**src/rtl/fifo_uart_pkg.sv**
```systemverilog
`default_nettype none
// ============================================================================
// Module      : fifo_uart_pkg
// Description : Shared constants and state encodings for the FIFO-fed UART
//               transmitter.
// Revision    : 1.0 - initial release
// ============================================================================
package fifo_uart_pkg;

  // Default bit period in clk cycles (100 MHz / 115200 baud).
  localparam int CLKS_PER_BIT_DEF = 868;

  // 3-bit state encodings.
  localparam logic [2:0] ST_IDLE  = 3'd0;
  localparam logic [2:0] ST_FETCH = 3'd1;
  localparam logic [2:0] ST_LOAD  = 3'd2;
  localparam logic [2:0] ST_START = 3'd3;
  localparam logic [2:0] ST_DATA  = 3'd4;
  localparam logic [2:0] ST_STOP  = 3'd5;

  typedef enum logic [2:0] {
    S_IDLE  = ST_IDLE,
    S_FETCH = ST_FETCH,
    S_LOAD  = ST_LOAD,
    S_START = ST_START,
    S_DATA  = ST_DATA,
    S_STOP  = ST_STOP
  } state_t;

endpackage
`default_nettype wire

```
**src/rtl/uart_baud_gen.sv**
```systemverilog
`default_nettype none
// ============================================================================
// Module      : uart_baud_gen
// Description : Bit-period counter. Counts 0..CLKS_PER_BIT-1 and flags the
//               terminal count; held at zero while clear is high.
// Revision    : 1.0 - initial release
// ============================================================================
module uart_baud_gen
  import fifo_uart_pkg::*;
#(
  parameter int CLKS_PER_BIT = CLKS_PER_BIT_DEF
) (
  input  logic clk,
  input  logic rst,
  input  logic clear,
  output logic tick
);

  localparam int             CNT_W = (CLKS_PER_BIT > 1) ? $clog2(CLKS_PER_BIT) : 1;
  localparam logic [CNT_W-1:0] TERM = CNT_W'(CLKS_PER_BIT - 1);

  logic [CNT_W-1:0] cnt_q;
  logic [CNT_W-1:0] cnt_d;

  // Terminal-count flag and wrap/clear next-count logic.
  always_comb begin
    tick  = (cnt_q == TERM);
    cnt_d = cnt_q + 1'b1;
    if (clear || tick) begin
      cnt_d = '0;
    end
  end

  // Counter register, asynchronously cleared by reset.
  always_ff @(posedge clk or posedge rst) begin
    if (rst) begin
      cnt_q <= '0;
    end else begin
      cnt_q <= cnt_d;
    end
  end

endmodule
`default_nettype wire

```
**src/rtl/fifo_uart_tx.sv**
```systemverilog
`default_nettype none
// ============================================================================
// Module      : fifo_uart_tx
// Description : UART transmitter that pulls bytes from an upstream FIFO and
//               serialises them as 8N1/8N2 frames. All outputs registered.
// Revision    : 1.0 - initial release
// ============================================================================
module fifo_uart_tx
  import fifo_uart_pkg::*;
#(
  parameter int CLKS_PER_BIT = CLKS_PER_BIT_DEF,
  parameter int STOP_BITS    = 1
) (
  input  logic       clk,
  input  logic       rst,
  input  logic       en,
  input  logic       fifo_empty,
  input  logic [7:0] fifo_data,
  output logic       fifo_rd,
  output logic       tx,
  output logic       busy,
  output logic       done
);

  localparam logic [2:0] LAST_STOP = 3'(STOP_BITS - 1);

  state_t     state_q, state_d;
  logic [7:0] shift_q, shift_d;
  logic [2:0] bit_idx_q, bit_idx_d;
  logic       tx_q, tx_d;
  logic       fifo_rd_q, fifo_rd_d;
  logic       busy_q, busy_d;
  logic       done_q, done_d;
  logic       baud_clear;
  logic       baud_tick;

  // Bit timer runs only in the timed states, so each timed state starts at 0.
  always_comb begin
    baud_clear = !((state_q == S_START) || (state_q == S_DATA) || (state_q == S_STOP));
  end

  uart_baud_gen #(
    .CLKS_PER_BIT (CLKS_PER_BIT)
  ) u_baud (
    .clk   (clk),
    .rst   (rst),
    .clear (baud_clear),
    .tick  (baud_tick)
  );

  // Next-state and next-output logic; outputs are derived from the next state.
  always_comb begin
    state_d   = state_q;
    shift_d   = shift_q;
    bit_idx_d = bit_idx_q;
    tx_d      = 1'b1;
    done_d    = 1'b0;
    case (state_q)
      S_IDLE: begin
        if (en && !fifo_empty) begin
          state_d = S_FETCH;
        end
      end
      S_FETCH: begin
        state_d = S_LOAD;
      end
      S_LOAD: begin
        // FIFO data is valid now, one cycle after the read strobe.
        state_d = S_START;
        shift_d = fifo_data;
        tx_d    = 1'b0;
      end
      S_START: begin
        tx_d = 1'b0;
        if (baud_tick) begin
          state_d = S_DATA;
          tx_d    = shift_q[0];
          shift_d = {1'b0, shift_q[7:1]};
        end
      end
      S_DATA: begin
        tx_d = tx_q;
        if (baud_tick) begin
          if (bit_idx_q == 3'd7) begin
            state_d   = S_STOP;
            tx_d      = 1'b1;
            bit_idx_d = 3'd0;
          end else begin
            bit_idx_d = bit_idx_q + 3'd1;
            tx_d      = shift_q[0];
            shift_d   = {1'b0, shift_q[7:1]};
          end
        end
      end
      S_STOP: begin
        if (baud_tick) begin
          if (bit_idx_q == LAST_STOP) begin
            state_d   = S_IDLE;
            bit_idx_d = 3'd0;
            done_d    = 1'b1;
          end else begin
            bit_idx_d = bit_idx_q + 3'd1;
          end
        end
      end
      default: begin
        state_d = S_IDLE;
      end
    endcase
    fifo_rd_d = (state_d == S_FETCH);
    busy_d    = (state_d != S_IDLE);
  end

  // State and registered outputs, all forced to idle values by reset.
  always_ff @(posedge clk or posedge rst) begin
    if (rst) begin
      state_q   <= S_IDLE;
      shift_q   <= 8'h00;
      bit_idx_q <= 3'd0;
      tx_q      <= 1'b1;
      fifo_rd_q <= 1'b0;
      busy_q    <= 1'b0;
      done_q    <= 1'b0;
    end else begin
      state_q   <= state_d;
      shift_q   <= shift_d;
      bit_idx_q <= bit_idx_d;
      tx_q      <= tx_d;
      fifo_rd_q <= fifo_rd_d;
      busy_q    <= busy_d;
      done_q    <= done_d;
    end
  end

  assign tx      = tx_q;
  assign fifo_rd = fifo_rd_q;
  assign busy    = busy_q;
  assign done    = done_q;

endmodule
`default_nettype wire

```
**config.mk**
```make
export PLATFORM = sky130hd
export DESIGN_NAME = fifo_uart_tx
export DESIGN_NICKNAME = d
export VERILOG_FILES = /design/src/rtl/fifo_uart_pkg.sv /design/src/rtl/uart_baud_gen.sv /design/src/rtl/fifo_uart_tx.sv
export SDC_FILE = /design/constraint.sdc
export NUM_CORES = 1
export LEC_CHECK = 0
export ABC_AREA = 1
export BUFFER_PORTS_ARGS = -buffer_cell sky130_fd_sc_hd__buf_4
export CAP_MARGIN = 20
export CORE_MARGIN = 1
export CORE_UTILIZATION = 52
export DETAILED_ROUTE_END_ITERATION = 10
export PLACE_DENSITY = 0.74
export SYNTH_ARGS = -nofsm -noshare
export SYNTH_HDL_FRONTEND = slang
export SYNTH_SLANG_ARGS = --single-unit
```
**constraint.sdc**
```tcl
create_clock -name clk -period 1.5 [get_ports clk]
set_input_delay 0.075 -clock clk [delete_from_list [all_inputs] [get_ports clk]]
set_output_delay 0.075 -clock clk [all_outputs]
set_load 0.1 [all_outputs]
```
==> results of run 1 <==
[cell type report]
type	instances	area, µm²	area share [%]
Multi-Input combinational cell	146	915	44.4
Inverter	21	91.3	4.43
Timing Repair Buffer	33	280	13.6
Tap cell	31	38.8	1.88
Clock buffer	4	26.3	1.27
Timing Repair inverter	1	6.26	0.303
Sequential cell	28	704	34.2
[synth_stat cells, types with 2 or more instances]
cell	count	area, µm²
nand2_1	61	229
dfrtp_1	27	676
nor2_1	20	75.1
a21oi_1	3	15.0
nand3b_1	3	22.5
nor2_4	3	33.8
nand2_4	3	33.8
nor3b_2	3	37.5
o21ai_0	3	15.0
inv_1	17	63.8
ha_1	4	50.1
nand3_1	18	90.1
inv_2	2	7.51
xor2_1	2	17.5
nand2_2	2	12.5
o21a_1	3	22.5
nor3_1	3	15.0
o21ai_4	2	32.5
[what timing repair did]
item / 4_1_cts / 5_1_grt
gates resized for setup: 3 / 24
pin swaps: 2 / 9
endpoints found under the setup margin: 8 / 25
hold endpoints to repair: 28 / 0
buffers inserted: 0 / 7
cloned: 2 / 1
hold buffers: 3 / 0
[stage by stage]
step	utilization, %	std cells	total power, mW	hold WS, ns
final	72.3	264	1.17	0.0574
after global routing	72.3	264	1.21	0.0765
after CTS	67.0	256	1.18	0.0476
after detailed placement	64.3	247	0.846	0.170
after global placement	64.3	247	0.844	0.161
after floorplan	-	193	0.813	0.140
[power by group]
group / switching (mW) / internal [mW] / total, mW
combinational: 0.0315 / 0.0342 / 0.0657
sequential: 0.00702 / 0.766 / 0.773
clock: 0.222 / 0.105 / 0.327
total: 0.261 / 0.905 / 1.17
[sequential cells by signal, indices dropped and copies added, names as in the netlist]
register and cells:
u_baud.cnt_q 10, shift_q 8, bit_idx_q 3, state_q 3, busy 1, done 1, fifo_rd 1, tx 1
[worst max-delay path: cells and delay by family (launching register included)]
family,cells,cell delay (ns)
simple gates,5,0.45
flops,1,0.40
fa+ha+maj,2,0.37
buf+inv,3,0.16
[cells by family after synthesis]
family                   after synthesis  share of synthesized area [%]
XOR/XNOR                               3                           1.63
flip-flops                            28                           43.6
AND/OR/NAND/NOR                      123                           39.5
AO/OA/AOI/OAI                         14                           6.61
buffers and inverters                 21                           5.52
adder cells (fa/ha/maj)                4                           3.11
[final timing paths]
path | slack (ns) | cells after the start | start | endpoint
setup / recovery | 0.05 | 10 | bit_idx_q[0] | shift_q[0]
hold / removal | 0.06 | 5 | fifo_data[2] | shift_q[2]
setup reg to reg | 0.05 | 10 | bit_idx_q[0] | shift_q[0]
hold reg to reg | 0.50 | 2 | shift_q[7] | shift_q[7]
max in group asynchronous | 0.83 | 4 | rst | tx
min in group asynchronous | 0.35 | 4 | rst | u_baud.cnt_q[5]
[per-layer routing]
layer / vias up / routed length, µm
met5: - / 0
met4: 0 / 91
met3: 9 / 163
met2: 48 / 1820
met1: 674 / 1530
li1: 703 / -
==> impl_metrics.json, run 1 <==
{
  "ir_drop_v": 0.000446,
  "syn_inst": 193,
  "die_area_um2": 3320,
  "rows": 19,
  "async_flop_share_pct": 100,
  "crit_path_cell_trace": "ha_2 -> ha_2 -> inv_2 -> nor2_2 -> inv_2 -> nand2_4 -> inv_8 -> nand2_8 -> nand2_1 -> nand2_1",
  "drt_iter0_drc": 45,
  "synth-seq-cells": 28,
  "synthFlopType": "dfrtp_1",
  "clockBufferDepth": 2,
  "diodes": 0,
  "cts_sinks": 28,
  "busiest_layer": "met2",
  "area_delta_synth_final_pct": 28.1,
  "clkTransAtPathRegs_ns": 0.14,
  "drc": 1,
  "hold_viol_final": 0,
  "start_util_pct": 56.4,
  "die_h_um": 57.6,
  "dp_slack_ns": -0.00495,
  "setup-tns-final_ns": 0,
  "final_antenna_net_count": 0,
  "grt_use_total_pct": 22.1,
  "clk_latency_ns": 0.33,
  "cts_tree": "built",
  "worst_slew_pin_slew_ns": 0.367,
  "drive_gt1_share_pct": 34.8,
  "grt_pass1_vias": 1337,
  "synth_edf_count": 0,
  "met2_usage_pct": 38.0,
  "io-pin-count": 16,
  "final-max-slew-violation-count": 0,
  "use_met1_pct": 28.8,
  "hold_class": "input pin to flip-flop",
  "use_met3_pct": 2.23,
  "antenna_found_initial": 0,
  "wl_per_cell_um": 13.6,
  "required_ns": 1.78,
  "design_area_um2": 2060,
  "ys_seq_area_share_pct": 43.6,
  "cts_made_buffers": 3,
  "io_buffers": 15,
  "layout_common_cells": "nand2_1, buf_4, dfrtp_1",
  "syn_avg_cell_area_um2": 8.34,
  "synth_area_um2": 1610,
  "syn_nets": 209,
  "h-tree-depth": 1,
  "place_congestion": 0.849,
  "worst_clock_skew_ns": 0.00807,
  "path_class": "flip-flop to flip-flop",
  "die_x_um": 57.6,
  "grt_max_degree": 29,
  "grt_pass1_wl_mm": 5.71,
  "vias_per_cell": 5.43,
  "layout_min_cycle_time_ns": 1.45,
  "leakage_nw": 1.01,
  "drv_cap": 0,
  "power.density_nw_per_um2": 565,
  "crit_slowest_cell": "dfrtp_1",
  "root_buffer": "clkbuf_4",
  "status": "complete, but fails checks",
  "ys_types": 32,
  "routed_wl_mm": 3.60,
  "violations": "DRC",
  "final_nets": 250,
  "fillers": 198,
  "max_freq_mhz": 691,
  "core_um2": 2850,
  "setup_slack_ns": 0.0535,
  "first_pass_iters": 8,
  "path_max_fanout": 8,
  "end_kind": "flip-flop",
  "arrival_ns": 1.73,
  "max_stage_delay_ns": 0.40,
  "post-route-period-util_pct": 96.4,
  "place_hpwl_mm": 2.35,
  "finalSetupViolCount": 0,
  "yosysWarnings": 0,
  "rsz0062_at_grt": "true",
  "grt_overflow_total": 0,
  "final_common_cell": "nand2_1",
  "vias": 1434,
  "slew_headroom_pct": 75.5,
  "startpoint_type": "flip-flop",
  "placed_area_um2": 1830
}
(Power assumes the default switching activity.)
==> run 2, diff against run 1 <==
--- a/config.mk
+++ b/config.mk
@@ -9,9 +9,9 @@
 export BUFFER_PORTS_ARGS = -buffer_cell sky130_fd_sc_hd__buf_4
 export CAP_MARGIN = 20
 export CORE_MARGIN = 1
-export CORE_UTILIZATION = 52
+export CORE_UTILIZATION = 30
 export DETAILED_ROUTE_END_ITERATION = 10
-export PLACE_DENSITY = 0.74
+export RECOVER_POWER = 50
 export SYNTH_ARGS = -nofsm -noshare
 export SYNTH_HDL_FRONTEND = slang
 export SYNTH_SLANG_ARGS = --single-unit
==> impl_metrics.json, run 2 (synthesis results as in run 1) <==
{
  "status": "complete, no violations",
  "path_max_fanout": 4,
  "grt_max_degree": 29,
  "worstSetupEndpoint": "u_baud.cnt_q[8]",
  "die_h_um": 75.2,
  "largest_register_ffs": 10,
  "required_ns": 1.66,
  "worst_clock_skew_ns": 0.00365,
  "finalSetupViolCount": 0,
  "antenna_found_initial": 0,
  "hold_viol_final": 0,
  "regArea_um2": 702,
  "start_util_pct": 31.3,
  "die_area_um2": 5660,
  "path_class": "flip-flop to flip-flop",
  "wl_per_cell_um": 11.2,
  "utilization_pct": 39.0,
  "layout_common_cells": "nand2_1, dfrtp_1, buf_4",
  "startpoint_type": "flip-flop",
  "r2r_setup_slack_ns": 0.06,
  "routed_wl_mm": 3.31,
  "arrival_ns": 1.60,
  "drv_cap": 0,
  "reg2reg_to": "u_baud.cnt_q[8]",
  "leakage_nw": 0.977,
  "clockBufferDepth": 2,
  "vias": 1326,
  "core_um2": 5140,
  "io_buffers": 15,
  "rows": 26,
  "grt_overflow_total": 0,
  "layout_min_cycle_time_ns": 1.44,
  "place_hpwl_mm": 2.43,
  "final_antenna_net_count": 0,
  "grt_use_total_pct": 13.1,
  "grt_pass1_wl_mm": 5.58,
  "diodes": 0,
  "cp-startpoint": "u_baud.cnt_q[1]",
  "h-tree-depth": 1,
  "final_nets": 243,
  "cts_made_buffers": 3,
  "final-max-slew-violation-count": 0,
  "placed_area_um2": 1880,
  "drt_iter0_drc": 29,
  "reg2reg_from": "u_baud.cnt_q[1]",
  "drc": 0,
  "root_buffer": "clkbuf_8",
  "clk_latency_ns": 0.28,
  "final_common_cell": "nand2_1",
  "end_kind": "flip-flop",
  "post-route-period-util_pct": 96.2,
  "vias_per_cell": 4.48,
  "fillers": 555,
  "top_register": "u_baud.cnt_q",
  "hold_class": "input pin to flip-flop",
  "design_area_um2": 2010,
  "slew_headroom_pct": 52.5,
  "die_x_um": 75.2,
  "r2r_cells": 6,
  "ir_drop_v": 0.000407,
  "whs_ns": 0.0727,
  "cts_sinks": 28,
  "max_freq_mhz": 693,
  "worst_slew_pin_slew_ns": 0.713,
  "place_congestion": 0.810,
  "multi_input_area_um2": 867,
  "power.density_nw_per_um2": 630,
  "io-pin-count": 16,
  "first_pass_iters": 4,
  "drive_gt1_share_pct": 29.6,
  "rsz0062_at_grt": "true",
  "cts_tree": "built",
  "clkTransAtPathRegs_ns": 0.10,
  "top_regs": "u_baud.cnt_q: 10 flops, shift_q: 8 flops",
  "grt_pass1_vias": 1285,
  "area_delta_synth_final_pct": 24.6
}
run 2: cell count changes in the layout (fill, tap and decap cells not counted), sizes merged:
cell	before	now
buf	30	25
clkbuf	4	6
dlygate4sd3	3	1
inv	21	20
nand3	20	19
run 2: layer usage:
| layer | part of all wire [%] | global-route usage [%] | vias to the layer above |
|---|---|---|---|
| met2 | 50 | 22.5 | 13 |
| met4 | 1.3 | 3.70 | 0 |
| li1 | - | - | 688 |
| met3 | 2.4 | 3.35 | 4 |
| met5 | 0 | 0 | - |
| met1 | 46 | 16.2 | 621 |
run 2: worst min-delay path by stage:
stage / from / endpoint / slack [ns] / cells after the start
finish: fifo_empty / fifo_rd / 0.07 / 3
CTS: fifo_empty / fifo_rd / 0.08 / 3
global route: fifo_empty / fifo_rd / 0.11 / 3
global placement: rst / u_baud.cnt_q[0] / 0.18 / 3
floorplan: rst / bit_idx_q[0] / 0.14 / 1
detailed placement: rst / state_q[2] / 0.18 / 3
run 2: stage by stage:
step | std cells | setup TNS (ns) | setup slack (ns) | total power, mW
after detailed placement | 288 | -0.0754 | -0.0165 | 0.847
final | 296 | 0 | 0.0570 | 1.26
after global placement | 288 | -0.0344 | -0.00840 | 0.846
after global routing | 296 | -0.154 | -0.0449 | 1.32
after floorplan | 193 | 0 | 0.101 | 0.813
after CTS | 293 | 0 | 0.0213 | 1.29
run 2: worst max-delay path, stage by stage (launching register included):
cell,delay [ns]
dfrtp_1,0.37
ha_2,0.19
buf_4,0.11
nand2_1,0.09
nor3_1,0.31
nand3_1,0.09
nor3b_2,0.16
run 2: cell type report:
type | instances | share of cell area [%]
clock buffer | 4 | 2.25
inverter | 21 | 4.68
multi-input combinational | 145 | 43.2
sequential | 28 | 35.0
tap | 70 | 4.37
timing repair buffer | 28 | 10.5
run 2: repair_timing:
item,4_1_cts,5_1_grt
hold buffers,1,0
resized for setup,3,14
setup endpoints to repair,8,15
gates cloned,0,1
buffers inserted,0,2
pin swaps,0,5
endpoints found under the hold margin,27,0
run 2: power breakdown:
| group | switching, mW | total [mW] | internal, mW |
|---|---|---|---|
| sequential | 0.00629 | 0.772 | 0.765 |
| clock | 0.242 | 0.433 | 0.191 |
| combinational | 0.0295 | 0.0590 | 0.0295 |
| total | 0.278 | 1.26 | 0.986 |
